==> config.mk <==
export PLATFORM = sky130hd
export DESIGN_NAME = av_power_sequencer
export DESIGN_NICKNAME = d
export VERILOG_FILES = /design/src/rtl/av_power_sequencer.sv
export SDC_FILE = /design/constraint.sdc
export NUM_CORES = 1
export LEC_CHECK = 0
export CORE_AREA = 4 4 66 98
export CTS_BUF_LIST = sky130_fd_sc_hd__clkbuf_8
export CTS_CLUSTER_DIAMETER = 60
export CTS_CLUSTER_SIZE = 8
export DETAILED_ROUTE_END_ITERATION = 12
export DIE_AREA = 0 0 70 102
export GPL_TIMING_DRIVEN = 0
export HOLD_SLACK_MARGIN = 0.02
export MAX_ROUTING_LAYER = met4
export SLEW_MARGIN = 30
export SYNTH_ARGS = -nofsm -noshare
export SYNTH_HDL_FRONTEND = slang
export SYNTH_SLANG_ARGS = --single-unit
export TNS_END_PERCENT = 10
==> constraint.sdc <==
create_clock -name clk -period 7.35 [get_ports clk]
set_input_delay 0.735 -clock clk [delete_from_list [all_inputs] [get_ports clk]]
set_output_delay 0.735 -clock clk [all_outputs]
set_load 0.01 [all_outputs]
==> src/rtl/av_power_sequencer.sv <==
`default_nettype none
// ----------------------------------------------------------------------------
// av_power_sequencer : PLL / OV5640 / SDRAM / SCCB bring-up sequencer with retry
// Revision 1.0
// ----------------------------------------------------------------------------
module av_power_sequencer #(
  parameter int PLL_RST_CYC  = 1000,
  parameter int LOCK_TIMEOUT = 50000,
  parameter int PWDN_CYC     = 250000,
  parameter int CAMRST_CYC   = 50000,
  parameter int SETTLE_CYC   = 1000000,
  parameter int CFG_TIMEOUT  = 2000000,
  parameter int MAX_RETRY    = 3,
  parameter int CNT_W        = 24
) (
  input  logic       clk,
  input  logic       rst_n,
  input  logic       pll_locked,
  input  logic       sdram_init_done,
  input  logic       sccb_cfg_done,
  output logic       pll_rst,
  output logic       cam_pwdn,
  output logic       cam_rst_n,
  output logic       sdram_init_start,
  output logic       sccb_cfg_start,
  output logic       sys_ready,
  output logic       seq_fail,
  output logic [3:0] seq_state,
  output logic [3:0] retry_cnt
);

  typedef enum logic [3:0] {
    ST_PLL_RST    = 4'd0,
    ST_LOCK_WAIT  = 4'd1,
    ST_CAM_PWDN   = 4'd2,
    ST_CAM_RST    = 4'd3,
    ST_CAM_SETTLE = 4'd4,
    ST_MEM_INIT   = 4'd5,
    ST_CAM_CFG    = 4'd6,
    ST_READY      = 4'd7,
    ST_FAIL       = 4'd8
  } state_t;

  localparam logic [CNT_W-1:0] C_PLL_RST_LAST = CNT_W'(PLL_RST_CYC - 1);
  localparam logic [CNT_W-1:0] C_LOCK_LAST    = CNT_W'(LOCK_TIMEOUT - 1);
  localparam logic [CNT_W-1:0] C_PWDN_LAST    = CNT_W'(PWDN_CYC - 1);
  localparam logic [CNT_W-1:0] C_CAMRST_LAST  = CNT_W'(CAMRST_CYC - 1);
  localparam logic [CNT_W-1:0] C_SETTLE_LAST  = CNT_W'(SETTLE_CYC - 1);
  localparam logic [CNT_W-1:0] C_CFG_LAST     = CNT_W'(CFG_TIMEOUT - 1);
  localparam logic [3:0]       C_MAX_RETRY    = 4'(MAX_RETRY);

  logic [1:0]       sync_q, sync_d;
  state_t           state_q, state_d;
  logic [CNT_W-1:0] cnt_q, cnt_d;
  logic [3:0]       retry_q, retry_d;
  logic             pll_rst_q, pll_rst_d;
  logic             cam_pwdn_q, cam_pwdn_d;
  logic             cam_rst_n_q, cam_rst_n_d;
  logic             sdram_init_start_q, sdram_init_start_d;
  logic             sccb_cfg_start_q, sccb_cfg_start_d;
  logic             sys_ready_q, sys_ready_d;
  logic             seq_fail_q, seq_fail_d;

  logic   locked_s;
  logic   lock_lost;
  logic   timeout;
  state_t retry_tgt;

  assign locked_s = sync_q[1];

  always_comb begin
    sync_d    = {sync_q[0], pll_locked};
    state_d   = state_q;
    retry_d   = retry_q;
    cnt_d     = cnt_q + 1'b1;
    timeout   = 1'b0;
    retry_tgt = ST_PLL_RST;
    lock_lost = !locked_s && (state_q >= ST_CAM_PWDN) && (state_q <= ST_READY);

    case (state_q)
      ST_PLL_RST:    if (cnt_q == C_PLL_RST_LAST) state_d = ST_LOCK_WAIT;
      ST_LOCK_WAIT: begin
        if (locked_s) begin
          state_d = ST_CAM_PWDN;
        end else if (cnt_q == C_LOCK_LAST) begin
          timeout   = 1'b1;
          retry_tgt = ST_PLL_RST;
        end
      end
      ST_CAM_PWDN:   if (cnt_q == C_PWDN_LAST)   state_d = ST_CAM_RST;
      ST_CAM_RST:    if (cnt_q == C_CAMRST_LAST) state_d = ST_CAM_SETTLE;
      ST_CAM_SETTLE: if (cnt_q == C_SETTLE_LAST) state_d = ST_MEM_INIT;
      ST_MEM_INIT:   if (sdram_init_done)        state_d = ST_CAM_CFG;
      ST_CAM_CFG: begin
        if (sccb_cfg_done) begin
          state_d = ST_READY;
        end else if (cnt_q == C_CFG_LAST) begin
          timeout   = 1'b1;
          retry_tgt = ST_CAM_PWDN;
        end
      end
      ST_READY, ST_FAIL: cnt_d = cnt_q;
      default:       state_d = ST_PLL_RST;
    endcase

    // Out of retries: a further timeout parks in FAIL without consuming one.
    if (timeout) begin
      if (retry_q == C_MAX_RETRY) begin
        state_d = ST_FAIL;
      end else begin
        state_d = retry_tgt;
        retry_d = retry_q + 4'd1;
      end
    end

    if (lock_lost) begin
      state_d = ST_PLL_RST;
      retry_d = retry_q;
    end

    if (state_d != state_q) cnt_d = '0;

    // Outputs are decoded from the next state so they move with the state register.
    pll_rst_d          = (state_d == ST_PLL_RST) || (state_d == ST_FAIL);
    cam_pwdn_d         = (state_d <= ST_CAM_PWDN) || (state_d == ST_FAIL);
    cam_rst_n_d        = (state_d >= ST_CAM_SETTLE) && (state_d <= ST_READY);
    sdram_init_start_d = (state_d == ST_MEM_INIT) && (state_q != ST_MEM_INIT);
    sccb_cfg_start_d   = (state_d == ST_CAM_CFG) && (state_q != ST_CAM_CFG);
    sys_ready_d        = (state_d == ST_READY);
    seq_fail_d         = (state_d == ST_FAIL);
  end

  always_ff @(posedge clk) begin
    if (!rst_n) begin
      sync_q             <= 2'b00;
      state_q            <= ST_PLL_RST;
      cnt_q              <= '0;
      retry_q            <= 4'd0;
      pll_rst_q          <= 1'b1;
      cam_pwdn_q         <= 1'b1;
      cam_rst_n_q        <= 1'b0;
      sdram_init_start_q <= 1'b0;
      sccb_cfg_start_q   <= 1'b0;
      sys_ready_q        <= 1'b0;
      seq_fail_q         <= 1'b0;
    end else begin
      sync_q             <= sync_d;
      state_q            <= state_d;
      cnt_q              <= cnt_d;
      retry_q            <= retry_d;
      pll_rst_q          <= pll_rst_d;
      cam_pwdn_q         <= cam_pwdn_d;
      cam_rst_n_q        <= cam_rst_n_d;
      sdram_init_start_q <= sdram_init_start_d;
      sccb_cfg_start_q   <= sccb_cfg_start_d;
      sys_ready_q        <= sys_ready_d;
      seq_fail_q         <= seq_fail_d;
    end
  end

  assign pll_rst          = pll_rst_q;
  assign cam_pwdn         = cam_pwdn_q;
  assign cam_rst_n        = cam_rst_n_q;
  assign sdram_init_start = sdram_init_start_q;
  assign sccb_cfg_start   = sccb_cfg_start_q;
  assign sys_ready        = sys_ready_q;
  assign seq_fail         = seq_fail_q;
  assign seq_state        = state_q;
  assign retry_cnt        = retry_q;

endmodule
`default_nettype wire

==> summary.txt <==
Routed WL: 5.476 mm
Post-CTS setup repair buffer count: 0
RR Endpoint: cnt_q[6]
1st-iter DRT viols: 124
Lkg Pwr: 0.9012 nW
Area after DPL: 0.002567 sq mm
Ys flop type: dfxtp_1
CTS buffer count: 5
# port buffers: 19
First-pass GRT wire length: 9.301 mm
Final period util: 0.4301
Max capacitance violation total: 0
Die outline height: 102 um
Kind of start point of the critical path: input port
Worst min path class: flop to flop
Antenna-violating nets left: 0
Achievable Freq: 316.3 MHz
Clk_lat worst skew: 0.29 ns
Row cnt: 34
GP Congestion: 0.9489
Post-Syn Area: 0.002287 sq mm
RSZ-0062 raised after global routing: false
Mapped Nets: 256
Gr usage total: 0.1671
Detailed placement HPWL: 4.257 mm
Crit path capture type: flop
Layout cells sized above 1: 0.1522
Count of state elements after synthesis: 41
Initial antenna violation count: 0
Initial core utilization: 0.4012
Post-synth EDFFs: 0
Hold Fails Final Rpt: 0
Gate Count Post-Synth: 249
Vias: 1,991
Largest net degree at the start of global routing: 13
Die ar.: 0.007140 sq mm
Status: completed
Area grow syn2layout: 17.89%
Routed vias/inst: 5.721
WL per Instance: 15.74 um
Clk root buf: clkbuf_8
DR DRC count: 0
Width of the chip: 70 um
Worst slew pin tran: 0.7625 ns
Peak supply drop: 103.6 uV
Clk buf depth: 2
Slew HR: 0.4870
FF-to-FF Start: cnt_q[9]
Pwr Density: 158.8 mW/mm^2
Core area: 0.005700 sq mm
Total congestion overflow: 0
Ant. Diodes: 0
Reg clk slew, reported paths: 0.08 ns
Worst-path fanout max: 10
Final nets: 282
Average cell area after synthesis: 9.186 sq um
I/O pin cnt: 20
Clock sinks: 41
Deepest level of the CTS H-tree: 2
Data required time of the worst path: 7.53 ns
Async set-or-reset flop fraction in the synthesized netlist: 0
Cell variety after synth: 49
Hold path endpoint: sync_q[1]
WP data arrival: 3.34 ns
Post-route cell area: 0.002696 sq mm
Critical setup path kind: input port to flop
DR pass1 iterations: 4
Post-route minimum period: 3.161 ns
Reg2Reg Setup Slack: 4.21 ns
Worst hold stages: 1
Post-CTS sizing: 0
Clk_skew: 0.004748 ns
Synth warn: 0
Reg2Reg Depth: 8
Cts hold-fix bufs: 0
Hold_sp: sync_q[0]
Vias in the first global route: 2,010
Setup TNS: 0 ns
Final slew viol count: 0
Post-synthesis sequential area ratio: 0.3589
CTS tree: yes
Final setup fails: 0
[cells in the mapped netlist (6+ instances only)]
master	n	area, sq um
and2_1	6	37.54
nand4_1	12	75.07
a21oi_1	6	30.03
and3_1	6	37.54
nand2_1	20	75.07
xnor2_1	14	122.6
nor3_1	10	50.05
xor2_1	13	113.9
nor2_1	22	82.58
nor4_1	9	56.30
dfxtp_1	41	820.8
nand3_1	8	40.04
nor3_2	22	220.2
[critical path: stages]
cell and delay (ns):
clkdlybuf4s50_1 0.45, nor4b_1 0.28, nand4b_1 0.27, o32a_4 0.45, nand2_1 0.08, a31oi_2 0.08, xor2_1 0.52, buf_2 0.39
nor3_2 0.08
[routing by layer]
metal,vias up,track usage,share of wire
met5,-,-,0
met4,0,0.1062,0.046
met3,21,0.03051,0.040
met2,60,0.3008,0.54
met1,939,0.1649,0.37
li1,971,-,-
[worst max path at each step]
stage             startpoint        to  depth (start not counted)
3_5_place_dp   sccb_cfg_done  cnt_q[6]                          9
2_1_floorplan   seq_state[1]  cnt_q[0]                          8
5_1_grt        sccb_cfg_done  cnt_q[8]                          9
3_3_place_gp   sccb_cfg_done  cnt_q[6]                          9
6_report       sccb_cfg_done  cnt_q[6]                          9
4_1_cts             cnt_q[9]  cnt_q[6]                          8
[flip-flops by register name, summed over array words and instances (netlist names)]
name	cells
cam_pwdn	1
cam_rst_n	1
cnt_q	24
pll_rst	1
retry_cnt	4
sccb_cfg_start	1
sdram_init_start	1
seq_fail	1
seq_state	4
sync_q	2
sys_ready	1
[report_power, final]
part / switching (W) / internal (W)
combinational: 0.00000754 / 0.00000717
sequential: 0.00000171 / 0.000224
clock: 0.0000785 / 0.000109
total: 0.0000878 / 0.000340
[through the flow]
step | util | power (W) | setup WS (ns) | hold slack (ns) | cells
2_1_floorplan | - | 0.0002406 | 4.632 | 0.4118 | 249
3_3_place_gp | 0.4504 | 0.0002457 | 3.918 | 0.4186 | 340
3_5_place_dp | 0.4504 | 0.0002457 | 3.940 | 0.4234 | 340
4_1_cts | 0.4708 | 0.0004336 | 4.216 | 0.4411 | 348
5_1_grt | 0.4730 | 0.0004420 | 3.978 | 0.4800 | 348
6_report | 0.4730 | 0.0004281 | 4.189 | 0.4363 | 348
[cell families (layout without fill, tap and decap cells)]
| group | after synthesis | after routing | synth area share |
|---|---|---|---|
| mux | 2 | 2 | 0.008753 |
| simple gates | 138 | 138 | 0.3851 |
| xor+xnor | 27 | 27 | 0.1034 |
| flops | 41 | 41 | 0.3589 |
| compound gates | 25 | 25 | 0.09464 |
| buf+inv | 14 | 41 | 0.03830 |
| fa+ha+maj | 2 | 2 | 0.01094 |
[area by class of cell]
| cell class | count | area, sq um |
|---|---|---|
| repair buffers | 19 | 190.2 |
| clock buffers | 6 | 82.58 |
| flip-flops and latches | 41 | 820.8 |
| well taps | 72 | 90.09 |
| fillers | 583 | 3004 |
| plain buffers | 9 | 68.82 |
| multi-input cells | 194 | 1391 |
| clock inverters | 2 | 33.78 |
| inverters | 5 | 18.77 |
[cells in the final DEF (no fill, tap or decap), types with 3 or more instances in the layout]
cell type,netlist,layout
or4_1,3,3
nor3_2,22,22
xor2_1,13,13
clkbuf_1,5,5
nand3_1,8,8
nor3_1,10,10
nor4_1,9,8
nor2_1,22,22
o21ai_0,3,3
xnor2_1,14,14
dfxtp_1,41,41
nor3b_1,4,4
inv_1,5,6
clkdlybuf4s50_1,0,19
clkbuf_8,0,6
nand4_1,12,12
and2_1,6,6
a21oi_1,6,6
and3_1,6,6
nand2_1,20,20
No activity file was read; power rests on OpenSTA's default activity.
